`src/rtl/tx_pkg.sv`:
```
// Shared definitions for the serial transmit path: bit-order encodings and
// the width of the queued-word counter.
package tx_pkg;

  localparam bit TX_MSB_FIRST = 1'b1;
  localparam bit TX_LSB_FIRST = 1'b0;

  // Enough bits to hold 0..depth inclusive.
  function automatic int tx_cnt_w(input int depth);
    return $clog2(depth + 1);
  endfunction

endpackage

```
`src/rtl/tx_word_fifo.sv`:
```
// Synchronous word FIFO feeding the transmit shifter. No read bypass: a word
// written this cycle is visible on rdata from the next cycle on.
module tx_word_fifo
  import tx_pkg::*;
#(
  parameter int WIDTH = 8,
  parameter int DEPTH = 4
) (
  input  logic                          clk,
  input  logic                          rst,
  input  logic                          flush,
  input  logic                          push,
  input  logic                          pop,
  input  logic [WIDTH-1:0]              wdata,
  output logic [WIDTH-1:0]              rdata,
  output logic [tx_cnt_w(DEPTH)-1:0]    count,
  output logic                          full,
  output logic                          empty
);

  localparam int AW = $clog2(DEPTH);
  localparam int CW = tx_cnt_w(DEPTH);

  logic [WIDTH-1:0] mem [DEPTH];
  logic [AW-1:0]    wptr;
  logic [AW-1:0]    rptr;

  // Storage array carries data only and is never cleared.
  always_ff @(posedge clk) begin
    if (push) mem[wptr] <= wdata;
  end

  // Pointers wrap naturally because DEPTH is a power of two.
  always_ff @(posedge clk) begin
    if (rst || flush) begin
      wptr  <= '0;
      rptr  <= '0;
      count <= '0;
    end else begin
      if (push) wptr <= wptr + AW'(1);
      if (pop)  rptr <= rptr + AW'(1);
      case ({push, pop})
        2'b10:   count <= count + CW'(1);
        2'b01:   count <= count - CW'(1);
        default: count <= count;
      endcase
    end
  end

  assign rdata = mem[rptr];
  assign full  = (count == CW'(DEPTH));
  assign empty = (count == '0);

endmodule

```
`src/rtl/tx_serializer.sv`:
```
// Parallel-to-serial transmit buffer: queues words in a small FIFO and shifts
// them out one bit per enable strobe, back-to-back, in either bit order.
module tx_serializer
  import tx_pkg::*;
#(
  parameter int   WIDTH     = 8,
  parameter int   DEPTH     = 4,
  parameter bit   MSB_FIRST = TX_MSB_FIRST,
  parameter logic IDLE_VAL  = 1'b0
) (
  input  logic                       clk,
  input  logic                       rst,
  input  logic                       flush,
  input  logic [WIDTH-1:0]           in_data,
  input  logic                       in_valid,
  output logic                       in_ready,
  input  logic                       en,
  output logic                       dout,
  output logic                       dout_valid,
  output logic                       frame_start,
  output logic                       frame_done,
  output logic                       busy,
  output logic [tx_cnt_w(DEPTH)-1:0] fifo_count
);

  localparam int BW = $clog2(WIDTH + 1);

  logic             fifo_push;
  logic             fifo_pop;
  logic [WIDTH-1:0] fifo_rdata;
  logic             fifo_full;
  logic             fifo_empty;

  logic [WIDTH-1:0] shift_p1;
  logic [BW-1:0]    bits_left_p1;
  logic             dout_p1;
  logic             vld_p1;
  logic             start_p1;
  logic             done_p1;

  function automatic logic head_bit(input logic [WIDTH-1:0] w);
    return MSB_FIRST ? w[WIDTH-1] : w[0];
  endfunction

  // Consumed bit leaves from the head end; vacated positions fill with 0.
  function automatic logic [WIDTH-1:0] advance(input logic [WIDTH-1:0] w);
    return MSB_FIRST ? (w << 1) : (w >> 1);
  endfunction

  assign in_ready  = !fifo_full;
  assign fifo_push = in_valid && in_ready && !flush;
  assign fifo_pop  = en && (bits_left_p1 == '0) && !fifo_empty;

  tx_word_fifo #(
    .WIDTH (WIDTH),
    .DEPTH (DEPTH)
  ) u_fifo (
    .clk   (clk),
    .rst   (rst),
    .flush (flush),
    .push  (fifo_push),
    .pop   (fifo_pop),
    .wdata (in_data),
    .rdata (fifo_rdata),
    .count (fifo_count),
    .full  (fifo_full),
    .empty (fifo_empty)
  );

  // Stage 1: shifter, bit counter and registered serial outputs.
  always_ff @(posedge clk) begin
    if (rst || flush) begin
      shift_p1     <= '0;
      bits_left_p1 <= '0;
      dout_p1      <= IDLE_VAL;
      vld_p1       <= 1'b0;
      start_p1     <= 1'b0;
      done_p1      <= 1'b0;
    end else begin
      dout_p1  <= IDLE_VAL;
      vld_p1   <= 1'b0;
      start_p1 <= 1'b0;
      done_p1  <= 1'b0;
      if (en) begin
        if (bits_left_p1 != '0) begin
          dout_p1      <= head_bit(shift_p1);
          shift_p1     <= advance(shift_p1);
          vld_p1       <= 1'b1;
          bits_left_p1 <= bits_left_p1 - BW'(1);
          done_p1      <= (bits_left_p1 == BW'(1));
        end else if (!fifo_empty) begin
          dout_p1      <= head_bit(fifo_rdata);
          shift_p1     <= advance(fifo_rdata);
          vld_p1       <= 1'b1;
          start_p1     <= 1'b1;
          bits_left_p1 <= BW'(WIDTH - 1);
        end
      end
    end
  end

  assign dout        = dout_p1;
  assign dout_valid  = vld_p1;
  assign frame_start = start_p1;
  assign frame_done  = done_p1;
  assign busy        = (bits_left_p1 != '0) || (fifo_count != '0);

endmodule

```
`config.mk`:
```
export PLATFORM = sky130hd
export DESIGN_NAME = tx_serializer
export DESIGN_NICKNAME = d
export VERILOG_FILES = /design/src/rtl/tx_pkg.sv /design/src/rtl/tx_word_fifo.sv /design/src/rtl/tx_serializer.sv
export SDC_FILE = /design/constraint.sdc
export NUM_CORES = 1
export LEC_CHECK = 0
export ABC_AREA = 1
export BUFFER_PORTS_ARGS = -buffer_cell sky130_fd_sc_hd__buf_2
export CAP_MARGIN = 10
export CORE_MARGIN = 2
export CORE_UTILIZATION = 35
export DETAILED_ROUTE_END_ITERATION = 10
export MAX_ROUTING_LAYER = met4
export SETUP_SLACK_MARGIN = 0.5
export SLEW_MARGIN = 5
export SYNTH_ARGS = -nofsm -noshare
export SYNTH_HDL_FRONTEND = slang
export SYNTH_SLANG_ARGS = --single-unit
```
`constraint.sdc`:
```
create_clock -name clk -period 2.75 [get_ports clk]
set_clock_uncertainty 0.05 [all_clocks]
set_input_delay 0.275 -clock clk [delete_from_list [all_inputs] [get_ports clk]]
set_output_delay 0.275 -clock clk [all_outputs]
set_load 0.02 [all_outputs]
```
==> results of run 1 <==
==> power groups by stage <==
stage | Clock [mW] | Sequential, mW | Combinational, mW
after floorplan | 0 | 0.940 | 0.177
after global placement | 0 | 0.939 | 0.228
after detailed placement | 0 | 0.940 | 0.232
after CTS | 0.469 | 0.921 | 0.234
after global routing | 0.496 | 0.923 | 0.284
final | 0.457 | 0.921 | 0.248
==> critical path, delay by kind of cell (launching register included) <==
| kind | cells | cell delay (ns) |
|---|---|---|
| AO/OA/AOI/OAI | 2 | 0.19 |
| adder cells (fa/ha/maj) | 3 | 0.80 |
| buffers and inverters | 2 | 0.13 |
| flip-flops | 1 | 0.36 |
| AND/OR/NAND/NOR | 6 | 0.45 |
==> how the worst max path moves through the flow <==
| stage | end | startpoint | cells after the start |
|---|---|---|---|
| global placement | u_fifo.count[2] | bits_left_p1[0] | 13 |
| CTS | u_fifo.count[1] | bits_left_p1[0] | 10 |
| detailed placement | u_fifo.count[2] | bits_left_p1[0] | 13 |
| finish | u_fifo.count[2] | bits_left_p1[1] | 13 |
| global route | u_fifo.count[2] | bits_left_p1[1] | 13 |
| floorplan | u_fifo.count[2] | u_fifo.count[0] | 11 |
==> area by class of cell <==
cell class	instances	area, sq um
clock buffer	5	68.8
clock inverter	3	21.3
fill	749	4300
inverter	36	135
multi-input combinational	193	990
sequential	56	1440
tap	99	124
timing repair buffer	30	173
==> Yosys cell counts (3+ instances only) <==
cell      instances  area (sq um)
nand2_1          84           315
nor2_1           48           180
edfxtp_1         32           961
inv_1            28           105
dfxtp_1          24           480
nand3_1          21           105
ha_1              8           100
a21oi_1           7          35.0
inv_2             7          26.3
o21ai_0           5          25.0
nand2_2           3          18.8
==> logic make-up after synthesis <==
| group | Yosys count | share of synthesized area, % |
|---|---|---|
| fa+ha+maj | 9 | 4.59 |
| xor+xnor | 1 | 0.335 |
| simple gates | 168 | 29.4 |
| compound gates | 15 | 3.15 |
| flops | 56 | 55.1 |
| buf+inv | 43 | 7.50 |
==> flip-flops by register name, indices dropped and copies added, names as in the netlist, named ones only <==
name / count
frame_done: 1
u_fifo.mem: 32
dout_valid: 1
u_fifo.count: 3
u_fifo.wptr: 2
u_fifo.rptr: 2
bits_left_p1: 4
shift_p1: 7
dout: 1
frame_start: 1
==> routing by layer <==
metal	global-route usage, %	vias to the layer above	share of wire (%)
li1	-	971	-
met1	16.6	823	50
met2	21.8	19	46
met3	2.34	6	1.9
met4	3.85	0	1.4
met5	-	-	0
==> timing repair <==
action | in CTS | in global routing
gates resized for setup | 1 | 6
buffers inserted | 0 | 4
pin swaps | 0 | 1
cloned | 0 | 0
setup endpoints to repair | 2 | 2
==> through the flow <==
stage                     power, mW  setup WS (ns)  hold slack (ns)  cell area, sq um
after floorplan                1.12          0.514            0.324              2620
after global placement         1.17          0.576            0.425              2820
after detailed placement       1.17          0.504            0.426              2820
after CTS                      1.62          0.529            0.110              2920
after global routing           1.70          0.523            0.109              2960
final                          1.63          0.693            0.122              2960
==> impl_summary.txt, run 1 <==
----------------------------------------------------
[Job]
  Number of max-capacitance violations reported ... 0

[Yosys]
  Mean instance size in the synthesized netlist ... 8.96 sq um
  Number of distinct library cells after synthesis ... 29
  EDFF count, synth ... 32
  Share of synthesized registers carrying an async set or reset ... 0%
  Number of nets produced by synthesis ... 314
  Synth Register Bits ... 56
  Synthesis Warnings ... 0
  Synth Cell Area ... 2620 sq um
  Cell count after synthesis ... 292
  Sequential cell area fraction in the yosys report ... 55.1%
  Synth Flop Type ... edfxtp_1

[Global route]
  Antenna violations before repair ... 0
  GRT Util Overall ... 13.2%
  Total congestion overflow ... 0
  Largest net degree at the start of global routing ... 19
  Vias in the first global route ... 1820
  First-pass GRT wire length ... 8380 um

[Final layout]
  Layout cell share with drive strength beyond 1 ... 20.4%
  Final Instance Count excl. Fillers ... 422
  Nets@finish ... 344
  Most frequent cells in the layout ... nand2_1 (84), nor2_1 (47), edfxtp_1 (32), inv_1 (27), dfxtp_1 (22)
  Commonest non-fill, non-tap cell in the layout ... nand2_1
  Post-layout util ... 40.7%
  Area overhead of the layout relative to synthesis ... 12.9%
  Number of antenna cells inserted ... 0

[Timing]
  RSZ-0062 raised after global routing ... no
  F_max ... 486 MHz
  Final setup vio count ... 0
  Minimum clock period after layout ... 2.06 ns
  Final hold violation count ... 0
  Final worst-path cycle share ... 74.8%
  Tightest Pin Transition ... 0.557 ns
  Slew Limit Fails ... 0
  Headroom to the max-slew limit ... 62.8%
  Final total negative setup slack ... 0 ns

[Setup path]
  Critical path startpoint category ... register
  R2R Setup Slk ... 0.69 ns
  Worst flop-to-flop path endpoint ... u_fifo.count[2]
  Critical setup path kind ... reg2reg
  Chain of cells forming the critical path ... inv_1 > ha_2 > nand2_4 > nor2_2 > nand2_1 > inv_2 > ha_1 > fa_1 > nor2_1 > nor2_1 > nand2_1 > o21ai_0 > a21oi_1
  Critical register-to-register path startpoint ... bits_left_p1[1]
  Crit path arrival time ... 2.25 ns
  Crit-path slowest cell ... fa_1
  Data required time at the worst endpoint ... 2.94 ns
  Worst reg2reg path depth ... 13
  Slowest stage delay, CP ... 0.39 ns
  Worst-path maximum fanout ... 7
  Kind of end point of the critical path ... register

[Min path]
  End of the worst hold path ... u_fifo.mem[1][4]
  Worst Min Path Start ... in_data[4]
  Hold path depth ... 1
  HP Class ... in2reg

[Power]
  Internal power consumption ... 1.18 mW
  Share of total power in combinational logic ... 15.3%
  Switching share of power ... 27.5%
  Standby leakage power ... 1.30 nW
  Sequential power share ... 56.6%
  Areal power density over the cells ... 550 nW/um^2
  Switching power of the nets ... 446 uW
  Maximum ir drop on the vdd rail ... 0.327 mV
  Clock share of power ... 28.1%

[Floorplan]
  Die Wd ... 90.5 um
  Effective utilization at floorplan ... 36.1%
  I/O pin total ... 22
  Vertical die dimension ... 90.5 um
  Die area ... 8190 sq um
  Area inside the core boundary ... 7250 sq um
  Floorplan row count ... 31

[Placed design]
  Number of cells in the design after placement ... 410
  HPWL Detailed ... 3410 um
  Port Buf Inserts ... 21
  Global placer's final weighted congestion ... 0.807

[CTS]
  CTS Root Cell ... clkbuf_8
  CTS tree ... built
  # hold bufs at CTS ... 0
  Clock slew at reported path FFs ... 0.10 ns
  Clock buffer count from CTS ... 5
  Num Clock Sinks ... 56
  # H-tree levels ... 2
  Clk Latency, worst-skew pair ... 0.31 ns
  Deepest clock path buffer count ... 2

[Route]
  Detailed-route wire length ... 4930 um
  DRC violations left ... 0
  Wire length per cell after detailed routing ... 11.7 um
  Drt pass-1 iters ... 4
  Post-detailed-route count of antenna-violating nets ... 0
  Overall via count from detail_route ... 1819
  Vias per cell ... 4.31
  Detailed Route Iter0 Violations ... 108

[Outcome]
  Result of the run ... finished clean

----------------------------------------------------
No activity file was read; power rests on OpenSTA's default activity.
==> inputs of run 2 (changes only) <==
--- a/config.mk
+++ b/config.mk
@@ -5,7 +5,7 @@
 export SDC_FILE = /design/constraint.sdc
 export NUM_CORES = 1
 export LEC_CHECK = 0
-export ABC_AREA = 1
+export ABC_AREA = 0
 export BUFFER_PORTS_ARGS = -buffer_cell sky130_fd_sc_hd__buf_2
 export CAP_MARGIN = 10
 export CORE_MARGIN = 2
==> constraint.sdc (replaced) <==
create_clock -name clk -period 2 [get_ports clk]
set_clock_uncertainty 0.05 [all_clocks]
set_input_delay 0.2 -clock clk [delete_from_list [all_inputs] [get_ports clk]]
set_output_delay 0.2 -clock clk [all_outputs]
set_load 0.02 [all_outputs]
==> run 2 against run 1 <==
The run now ends with negative setup slack left; clock power increased by 43%; count of clock-buffer cells in the layout unchanged; critical path depth down 4; routed wire length decreased by 11%; largest cell class unchanged; largest power group unchanged; highest routed layer unchanged.
==> impl_summary.txt, run 2 <==
----------------------------------------------------
[CTS]
  Deepest clock path buffer count ... 2 (unchanged)
  # H-tree levels ... 2 (unchanged)
  Clock buffer count from CTS ... 5 (unchanged)
  CTS tree ... built
  Num Clock Sinks ... 56 (unchanged)
  # hold bufs at CTS ... 0 (unchanged)
  Clk Latency, worst-skew pair ... 0.32 ns (about the same)
  CTS Root Cell ... clkbuf_8
  Clock slew at reported path FFs ... 0.11 ns (about the same)

[Timing]
  Slew Limit Fails ... 0 (unchanged)
  Minimum clock period after layout ... 2.05 ns (-0.00524 ns)
  Final worst setup slack ... -0.0517 ns (-0.745 ns)
  Headroom to the max-slew limit ... 67.3% (+4.5 points)
  Final hold violation count ... 0 (unchanged)
  Tightest Pin Transition ... 0.489 ns (-0.0688 ns)
  Final worst-path cycle share ... 103% (+28 points)
  Final total negative setup slack ... -0.0600 ns (-0.0600 ns)
  F_max ... 487 MHz (+0.26%)
  Final setup vio count ... 2 (+2)
  RSZ-0062 raised after global routing ... yes

[Yosys]
  Synth Flop Type ... edfxtp_1
  Largest cells by area after synthesis ... edfxtp_1 (40%), dfxtp_1 (20%), mux4_1 (4.4%)
  Number of distinct library cells after synthesis ... 46 (+59%)
  Synth Cell Area ... 2370 sq um (-9.3%)
  EDFF count, synth ... 32 (unchanged)
  Post-synthesis cell type with the largest combined area ... edfxtp_1
  Synth Register Bits ... 56 (unchanged)
  Share of Yosys cell area claimed by the top area cell type ... 40.5% (+3.8 points)
  Most frequent cell after synthesis ... edfxtp_1
  Top cell types by occurrence after synthesis ... edfxtp_1 (32), dfxtp_1 (24), inv_1 (12)
  Synthesis Warnings ... 0 (unchanged)
  Share of synthesized registers carrying an async set or reset ... 0% (unchanged)
  Number of nets produced by synthesis ... 190 (-39%)
  Cell count after synthesis ... 168 (-42%)
  Sequential cell area fraction in the yosys report ... 60.7% (+5.6 points)
  Mean instance size in the synthesized netlist ... 14.1 sq um (+58%)

[Placed design]
  Global placer's final weighted congestion ... 0.749 (-7.1%)
  Port Buf Inserts ... 21 (unchanged)
  Post-placement setup slack ... -0.0400 ns (-0.544 ns)
  HPWL Detailed ... 2940 um (-14%)
  Number of cells in the design after placement ... 279 (-32%)

[Power]
  Standby leakage power ... 1.09 nW (-16%)
  Maximum ir drop on the vdd rail ... 0.513 mV (+57%)
  Areal power density over the cells ... 742 nW/um^2 (+35%)
  Total Power Consumption ... 2.12 mW (+31%)

[Route]
  Vias per cell ... 5.10 (+18%)
  Overall via count from detail_route ... 1474 (-19%)
  Detailed Route Iter0 Violations ... 110 (+1.9%)
  Wire length per cell after detailed routing ... 15.1 um (+29%)
  Drt pass-1 iters ... 4 (unchanged)
  Detailed-route wire length ... 4370 um (-11%)
  Post-detailed-route count of antenna-violating nets ... 0 (unchanged)
  DRC violations left ... 0 (unchanged)

[Outcome]
  Result of the run ... complete, but fails checks
  Failing checks ... negative setup slack

[Setup path]
  Slowest stage delay, CP ... 0.38 ns (about the same)
  Critical setup path kind ... reg2reg
  Kind of end point of the critical path ... register
  Chain of cells forming the critical path ... inv_2 > ha_4 > or3b_4 > nor3_2 > ha_2 > fa_2 > xnor2_1 > or3_1 > a21oi_1
  Data required time at the worst endpoint ... 2.20 ns (-0.74 ns)
  Critical path startpoint category ... register
  Worst-path maximum fanout ... 2 (-5)
  Crit-path slowest cell ... or3b_4
  Crit path arrival time ... 2.25 ns (about the same)

[Final layout]
  Nets@finish ... 230 (-33%)
  Largest registers ... u_fifo.mem: 32 flops, shift_p1: 7 flops, bits_left_p1: 4 flops
  Commonest non-fill, non-tap cell in the layout ... edfxtp_1
  Number of antenna cells inserted ... 0 (unchanged)
  Final Instance Count excl. Fillers ... 289 (-32%)
  Register bank with the most flops ... u_fifo.mem
  Area overhead of the layout relative to synthesis ... 20.6%
  Most frequent cells in the layout ... edfxtp_1 (32), buf_2 (20), dfxtp_1 (19), buf_4 (18), inv_1 (10)
  Layout cell share with drive strength beyond 1 ... 37.3% (+17 points)
  Number of flip-flops in the largest register ... 32 (unchanged)

[Global route]
  Antenna violations before repair ... 0 (unchanged)
  Total congestion overflow ... 0 (unchanged)
  First-pass GRT wire length ... 7180 um (-14%)
  GRT Util Overall ... 13.0% (-0.17 points)
  Vias in the first global route ... 1407 (-23%)
  Largest net degree at the start of global routing ... 21 (+2)

[Floorplan]
  Effective utilization at floorplan ... 35.5% (-0.54 points)
  Vertical die dimension ... 86.4 um (-4.5%)
  Floorplan row count ... 30 (-3.2%)
  Area inside the core boundary ... 6680 sq um (-7.9%)
  Die area ... 7460 sq um (-8.9%)
  Die Wd ... 86.4 um (-4.5%)
  I/O pin total ... 22 (unchanged)

[Min path]
  HP Class ... in2reg

[Job]
  Number of max-capacitance violations reported ... 0 (unchanged)

----------------------------------------------------
## run 2: cell types whose count changed after synthesis, moves of 4 or more
cell	change
nor2_1	-42
nor3_1	+5
mux4_2	+4
mux4_1	+4
nor4_1	+4
nand2_1	-83
inv_1	-16
and2_1	+4
o211a_1	+5
or4_1	+4
nand3_1	-18
inv_2	-7
## run 2: path summary, 6_finish.rpt
kind / startpoint / endpoint / slack (ns) / cells past startpoint
worst max-delay path: bits_left_p1[0] / u_fifo.count[2] / -0.05 / 9
worst min-delay path: in_data[1] / u_fifo.mem[0][1] / 0.04 / 1
worst max register to register: bits_left_p1[0] / u_fifo.count[2] / -0.05 / 9
worst min register to register: shift_p1[7] / dout / 0.43 / 1
## run 2: kinds of logic (layout without fill, tap and decap cells)
group                      after synthesis  in the layout  share of synthesized area, %
buffers and inverters                   20             61                          4.06
AOI/OAI and AO/OA                       32             32                          9.64
and+or+nand+nor                         39             39                          10.7
DFF                                     56             56                          60.7
xor gates and xnor gates                 2              2                         0.738
adders and majority gates                9              9                          5.06
muxes                                   10             10                          9.06
## run 2: stage by stage
step	util [%]	instance area, sq um	hold WS [ns]
after global placement	40.4	2700	0.365
final	42.9	2860	0.0371
after floorplan	-	2420	0.249
after CTS	42.9	2860	0.0298
after detailed placement	40.4	2700	0.367
after global routing	42.9	2860	0.0317
## run 2: layout make-up
cell class | count | area (sq um)
fillers | 623 | 3820
inverters | 12 | 45.0
repair buffers | 41 | 269
well taps | 80 | 100
flip-flops and latches | 56 | 1450
multi-input cells | 92 | 907
clock inverters | 3 | 26.3
clock buffers | 5 | 68.8
## run 2: what timing repair did
item                                    4_1_cts  5_1_grt
endpoints found under the setup margin       52       53
resized for setup                            10        1
gates cloned                                  0        0
pin swaps                                     4        1
buffers inserted                              2        0
## run 2: metal layers
layer / global-route usage (%) / vias to the layer above / wire length, um
li1: - / 729 / -
met3: 3.33 / 2 / 175
met2: 20.1 / 27 / 2100
met1: 17.3 / 716 / 2070
met5: - / - / 0
met4: 2.98 / 0 / 27
## run 2: critical path: cells and delay by family (launching register included)
kind	cells	cell delay, ns
AO/OA/AOI/OAI	1	0.14
AND/OR/NAND/NOR	3	0.80
XOR/XNOR	1	0.07
buffers and inverters	1	0.07
flip-flops	1	0.34
adder cells (fa/ha/maj)	3	0.52
## run 2: power breakdown
| part | internal (mW) | total [mW] | switching [mW] | leakage [nW] |
|---|---|---|---|---|
| registers | 1.24 | 1.25 | 0.0108 | 0.487 |
| clock network | 0.261 | 0.654 | 0.393 | 0.0495 |
| logic | 0.101 | 0.221 | 0.119 | 0.550 |
